### config.mk
export PLATFORM = sky130hd
export DESIGN_NAME = cplx_corr_accumulator
export DESIGN_NICKNAME = d
export VERILOG_FILES = /design/src/rtl/cplx_corr_accumulator.sv
export SDC_FILE = /design/constraint.sdc
export NUM_CORES = 1
export LEC_CHECK = 0
export CAP_MARGIN = 40
export CORE_UTILIZATION = 55
export DETAILED_ROUTE_END_ITERATION = 8
export GPL_TIMING_DRIVEN = 0
export PLACE_DENSITY = 0.8
export SKIP_LAST_GASP = 1
export SYNTH_ARGS = -nofsm -noshare
export SYNTH_HDL_FRONTEND = slang
export SYNTH_SLANG_ARGS = --single-unit
### constraint.sdc
create_clock -name clk -period 13 [get_ports clk]
set_input_delay 3.9 -clock clk [delete_from_list [all_inputs] [get_ports clk]]
set_output_delay 3.9 -clock clk [all_outputs]
set_load 0.01 [all_outputs]
### src/rtl/cplx_corr_accumulator.sv
// cplx_corr_accumulator: integrates FRAME_LEN complex products per frame and
// presents each frame sum on a valid/ready output with a sticky overrun flag.
`default_nettype none

module cplx_corr_accumulator #(
  parameter int DATA_W    = 32,
  parameter int ACC_W     = 48,
  parameter int FRAME_LEN = 1024,
  parameter int CNT_W     = 16
) (
  input  logic              clk,
  input  logic              rst,
  input  logic              start,
  input  logic              stop,
  input  logic              in_valid,
  input  logic [DATA_W-1:0] in_re,
  input  logic [DATA_W-1:0] in_im,
  input  logic              out_ready,
  output logic              out_valid,
  output logic [ACC_W-1:0]  out_re,
  output logic [ACC_W-1:0]  out_im,
  output logic              busy,
  output logic              overrun,
  output logic [CNT_W-1:0]  sample_cnt
);

  localparam logic [CNT_W-1:0] CNT_LAST = CNT_W'(FRAME_LEN - 1);
  localparam logic [CNT_W-1:0] CNT_ONE  = CNT_W'(1);

  typedef enum logic [0:0] {
    S_IDLE  = 1'b0,
    S_ACCUM = 1'b1
  } state_t;

  state_t            state;
  logic [ACC_W-1:0]  acc_re;
  logic [ACC_W-1:0]  acc_im;
  logic              stop_pend;

  logic [ACC_W-1:0]  ext_re;
  logic [ACC_W-1:0]  ext_im;
  logic [ACC_W-1:0]  sum_re;
  logic [ACC_W-1:0]  sum_im;
  logic              frame_end;

  assign ext_re    = ACC_W'($signed(in_re));
  assign ext_im    = ACC_W'($signed(in_im));
  assign sum_re    = acc_re + ext_re;
  assign sum_im    = acc_im + ext_im;
  assign frame_end = in_valid && (sample_cnt == CNT_LAST);
  assign busy      = (state == S_ACCUM);

  always_ff @(posedge clk or posedge rst) begin
    if (rst) begin
      state      <= S_IDLE;
      acc_re     <= '0;
      acc_im     <= '0;
      out_re     <= '0;
      out_im     <= '0;
      sample_cnt <= '0;
      out_valid  <= 1'b0;
      overrun    <= 1'b0;
      stop_pend  <= 1'b0;
    end else begin
      // A result loaded below overrides this consumption clear.
      if (out_valid && out_ready) out_valid <= 1'b0;

      case (state)
        S_IDLE: begin
          if (start) begin
            state      <= S_ACCUM;
            acc_re     <= '0;
            acc_im     <= '0;
            sample_cnt <= '0;
            overrun    <= 1'b0;
            stop_pend  <= 1'b0;
          end
        end

        S_ACCUM: begin
          if (start) begin
            acc_re     <= '0;
            acc_im     <= '0;
            sample_cnt <= '0;
            overrun    <= 1'b0;
            stop_pend  <= 1'b0;
          end else if (frame_end) begin
            out_re     <= sum_re;
            out_im     <= sum_im;
            out_valid  <= 1'b1;
            acc_re     <= '0;
            acc_im     <= '0;
            sample_cnt <= '0;
            if (out_valid && !out_ready) overrun <= 1'b1;
            if (stop_pend || stop) begin
              state     <= S_IDLE;
              stop_pend <= 1'b0;
            end
          end else begin
            if (in_valid) begin
              acc_re     <= sum_re;
              acc_im     <= sum_im;
              sample_cnt <= sample_cnt + CNT_ONE;
            end
            if (stop) stop_pend <= 1'b1;
          end
        end

        default: state <= S_IDLE;
      endcase
    end
  end

endmodule

`default_nettype wire
======== Word-level counts from Yosys, hierarchy flattened ========
Cells that the tools add are included.
storage, ports and cells
  flip-flop bits (word level) ............. 212
  latch bits .............................. 0
  bits in writable memories ............... 0
  memory bits (read-only) ................. 0
  input port bits ......................... 70
  output and inout bits ................... 115
  word-level logic and storage cells ...... 63
  memories ................................ 0
operators by class
  add/sub/neg operators ................... 3
  $mul .................................... 0
  divide/modulo/power cells ............... 0
  order comparisons ....................... 0
  eq/ne operators ......................... 7
  shifts and indexed selects .............. 0
  multiplexer cells ....................... 33
  bitwise logic cells ..................... 2
  reduce and logical (&&, ||, !) cells .... 9
operators by type and width
  cell                                                                count
  48-bit two-way mux                                                  7
  48-bit one-hot mux with 2 select lines                              2
  48-bit adder                                                        2
  16-bit two-way mux                                                  4
  16-bit one-hot mux with 2 select lines                              1
  16-bit by 1-bit adder with 16-bit output (second input constant)    1
  16-bit by 10-bit == test with 1-bit output (second input constant)  1
  1-bit two-way mux                                                   16
  4-bit by 3-bit != test with 1-bit output (second input constant)    3
  3-bit AND reduction                                                 3
  3-bit by 2-bit != test with 1-bit output (second input constant)    2
  1-bit one-hot mux with 2 select lines                               3
  1-bit logical AND                                                   3
  2-bit != test (second input constant)                               1
  1-bit inverter                                                      2
  2-bit AND reduction                                                 1
  1-bit zero test                                                     1
  1-bit logical OR                                                    1

======== Logic depth before layout (Yosys ltp) ========
  depth in word-level cells ............... 6
  depth in mapped cells ................... 12
  gate-level depth less buffers ........... 12

======== Worst setup path before layout ========
Ideal clock, no wire load.
  kind .................................... input to register
  start point ............................. input port in_re[0]
  end point ............................... register out_re[32]
  setup time .............................. 0.125 ns
  data arrival time ....................... 6.252 ns
  required time ........................... 12.875 ns
  slack ................................... 6.623 ns
  cell stages on the path ................. 12
  path buffers ............................ 0
  cell sequence ........................... ha_1 -> inv_1 -> fa_1 -> nand2b_1 -> a21oi_1 -> o21ai_1 -> o41ai_2 -> a21oi_1 -> o21ai_2 -> a21oi_1 -> xnor2_1 -> mux2_2
between the ends
  cells in the longest elaborated chain, start to end .. 1
RTL lines
  element                 RTL line  RTL
  start: declaration      16        input logic [DATA_W-1:0] in_re,
  48-bit adder            48        assign sum_re = acc_re + ext_re;
  end signal: assignment  88        out_re <= sum_re;
  end: declaration        20        output logic [ACC_W-1:0] out_re,
Every way passes these cells.
A chain may end at the register's enable or synchronous reset.

======== Final worst setup path ========
  start point ............................. input port in_re[0]
  end point ............................... register out_re[40]
The elaborated chain is that of the path after synthesis.

==> flow_metrics.tcl <==
set metrics [dict create \
    outcome "finished, final reports clean" \
    clk_pin_slew_ns 0.07 \
    ys_warn_count 0 \
    htree_levels 1 \
    cp-startpoint "in_re[0]" \
    arrival_ns 7.55 \
    synthArstFlopShare 1.000 \
    critPathLaunchType "input port" \
    utilization 0.6950 \
    synth_most_common_cell "nand2_1" \
    postCtsSetupBuffers 0 \
    cp_num_buf_inv 2 \
    critPathTopFamily "compound AO/OA/AOI/OAI gates" \
    num_vias 12085 \
    place.gp.congestion 0.9641 \
    ys_seq_area_frac 0.3998 \
    core_area_mm2 0.02354 \
    finalSetupViolCount 0 \
    critPathSlowestCell "o41ai_2" \
    worstHoldStart "out_re[22]" \
    hold_ws_ns 0.4692 \
    fin_cells 2015 \
    synth_top_area_frac 0.3998 \
    syn-num-nets 1633 \
    die_y_um 157.3 \
    path_max_fanout 4 \
    pre_cts_ws_ns 5.467 \
    r2r-start "acc_re[0]" \
    root_buffer "clkbuf_16" \
    slew_viol_final 0 \
    hold_violations 0 \
    fin_nets 1846 \
    yosysUniqueCellTypes 71 \
    syn_avg_cell_area_um2 9.051 \
    grt_max_degree 111 \
    crit_required_ns 13.42 \
    cts_tree "built" \
    clk-insertion-delay-late_ns 0.53 \
    finalSetupTns_ns 0 \
    power.density_mw_per_mm2 132.6 \
    dieWidth_um 157.3 \
    skew_ns 0.01377 \
    dp_cells 1972 \
    cts_buffers 24 \
    synth_edf_count 0 \
    vdd_drop_max_uv 106.3 \
    vias_per_cell 5.998 \
    end_kind "flip-flop" \
    grt_pass1_wl_um 60980 \
    drc 0 \
    worst_pin_slew_ns 0.9294 \
    holdCritPathClass "reg2reg" \
    netlist.top_cell.by_area "dfrtp_1" \
    start_util 0.5636 \
    cts_hold_buf 0 \
    antenna_cells 0 \
    post-route-period-util 0.5481 \
    io_pins 185 \
    hpwl_um 28660 \
    power_leakage_nw 7.735 \
    cpPeakStageDelay_ns 0.58 \
    ant_nets 0 \
    grt_pass1_vias 11685 \
    ys_ff_latch 212 \
    syn_area_mm2 0.01327 \
    critPathKind "in2reg" \
    path_cells "clkdlybuf4s50_1 > ha_1 > inv_1 > fa_1 > nand2b_1 > a21oi_1 > o21ai_1 > o41ai_2 > a21oi_1 > o21ai_2 > a21oi_1 > xnor2_1 > mux2_2" \
    synth_flop_cell "dfrtp_1" \
    drt-total-wl_um 38500 \
    grt_use_total 0.3139 \
    cts.sink_count 212 \
    antenna_found_initial 0 \
    grt_setup_unrepaired "false" \
    clk_path_buf_depth 3 \
    drive_gt1_frac 0.05955 \
    synthTopCellsByArea "dfrtp_1 (40%), ha_1 (9.0%), nand2_1 (8.2%), a22o_1 (5.0%), a21oi_1 (4.2%)" \
    syn_inst 1466 \
    dr.pass1.iters 5 \
    fmax_mhz 140.3 \
    syn_to_final_growth_pct 23.32 \
    drt_iter0_markers 851 \
    rows 56 \
    netlist_top_cells_count "nand2_1 (291), dfrtp_1 (212), a21oi_1 (112), o21ai_0 (96), ha_1 (95)" \
    grt_overflow 0 \
    maxSlewHeadroom 0.3784 \
    dieArea_mm2 0.02475 \
    port_buffers 183 \
    post_cts_resized 0 \
    maxCapViolations 0 \
    avgRoutedWirePerCell_um 19.11 \
    layout_min_cycle_time_ns 7.125 \
    setup_ws_ns 5.875 \
    path_common_cell "a21oi_1" \
]
-- worst paths after layout --
path | endpoint | slack [ns] | cells past startpoint
setup / recovery | out_re[40] | 5.87 | 13
hold / removal | out_re[22] | 0.47 | 2
setup reg to reg | out_re[40] | 9.42 | 12
hold reg to reg | out_re[22] | 0.47 | 2
max in group asynchronous | acc_re[37] | 8.06 | 3
min in group asynchronous | out_im[9] | 3.90 | 2
-- sequential cells by signal, indices dropped and copies added, names as in the netlist --
name	cells
acc_im	48
acc_re	48
overrun	1
out_im	48
stop_pend	1
out_re	48
out_valid	1
busy	1
sample_cnt	16
-- routing by layer --
metal,track usage,wire (µm)
met2,0.4979,17520
met4,0.1211,1407
met5,0,0
met1,0.4361,17340
met3,0.04102,2233
-- kinds of logic (layout without fill, tap and decap cells) --
logic type | after synthesis | in the layout | share of synthesized area
simple gates | 492 | 492 | 0.1641
compound gates | 446 | 446 | 0.2286
flops | 212 | 212 | 0.3998
xor+xnor | 100 | 100 | 0.06601
fa+ha+maj | 97 | 97 | 0.09260
buf+inv | 94 | 324 | 0.02782
mux | 25 | 25 | 0.02112
-- stage by stage --
step,power (mW),instance area [µm²]
2_1_floorplan,1.291,13270
3_3_place_gp,1.452,15500
3_5_place_dp,1.468,15570
4_1_cts,2.163,16360
5_1_grt,2.278,16360
6_report,2.170,16360
-- tightest hold or removal path: stages (launching register included) --
cell and delay [ns]:
dfrtp_1 0.34, nand2_1 0.05, nand2_1 0.05
-- placed cells by master, fill, tap and decap left out, types with 24 or more instances in the layout --
cell,instances
nand2_1,291
dfrtp_1,212
clkdlybuf4s50_1,183
a21oi_1,112
o21ai_0,96
ha_1,95
a22o_1,75
nor2_1,64
xnor2_1,53
clkbuf_1,49
xor2_1,47
a21o_1,37
inv_1,29
nand3_1,26
clkbuf_16,25
nor3_1,24
mux2_2,24
-- layout make-up --
class / instances / area, µm²
clock inverter: 12 / 126.4
multi-input combinational: 1160 / 7595
fill: 1936 / 7179
clock buffer: 31 / 668.1
timing repair buffer: 187 / 1893
sequential: 212 / 5305
tap: 319 / 399.1
buffer: 64 / 256.5
inverter: 30 / 120.1
-- power breakdown --
part,total (mW),switching (mW),internal [mW]
sequential,0.749,0.0354,0.713
combinational,0.730,0.439,0.291
clock,0.691,0.287,0.404
No activity file was read; power rests on OpenSTA's default activity.
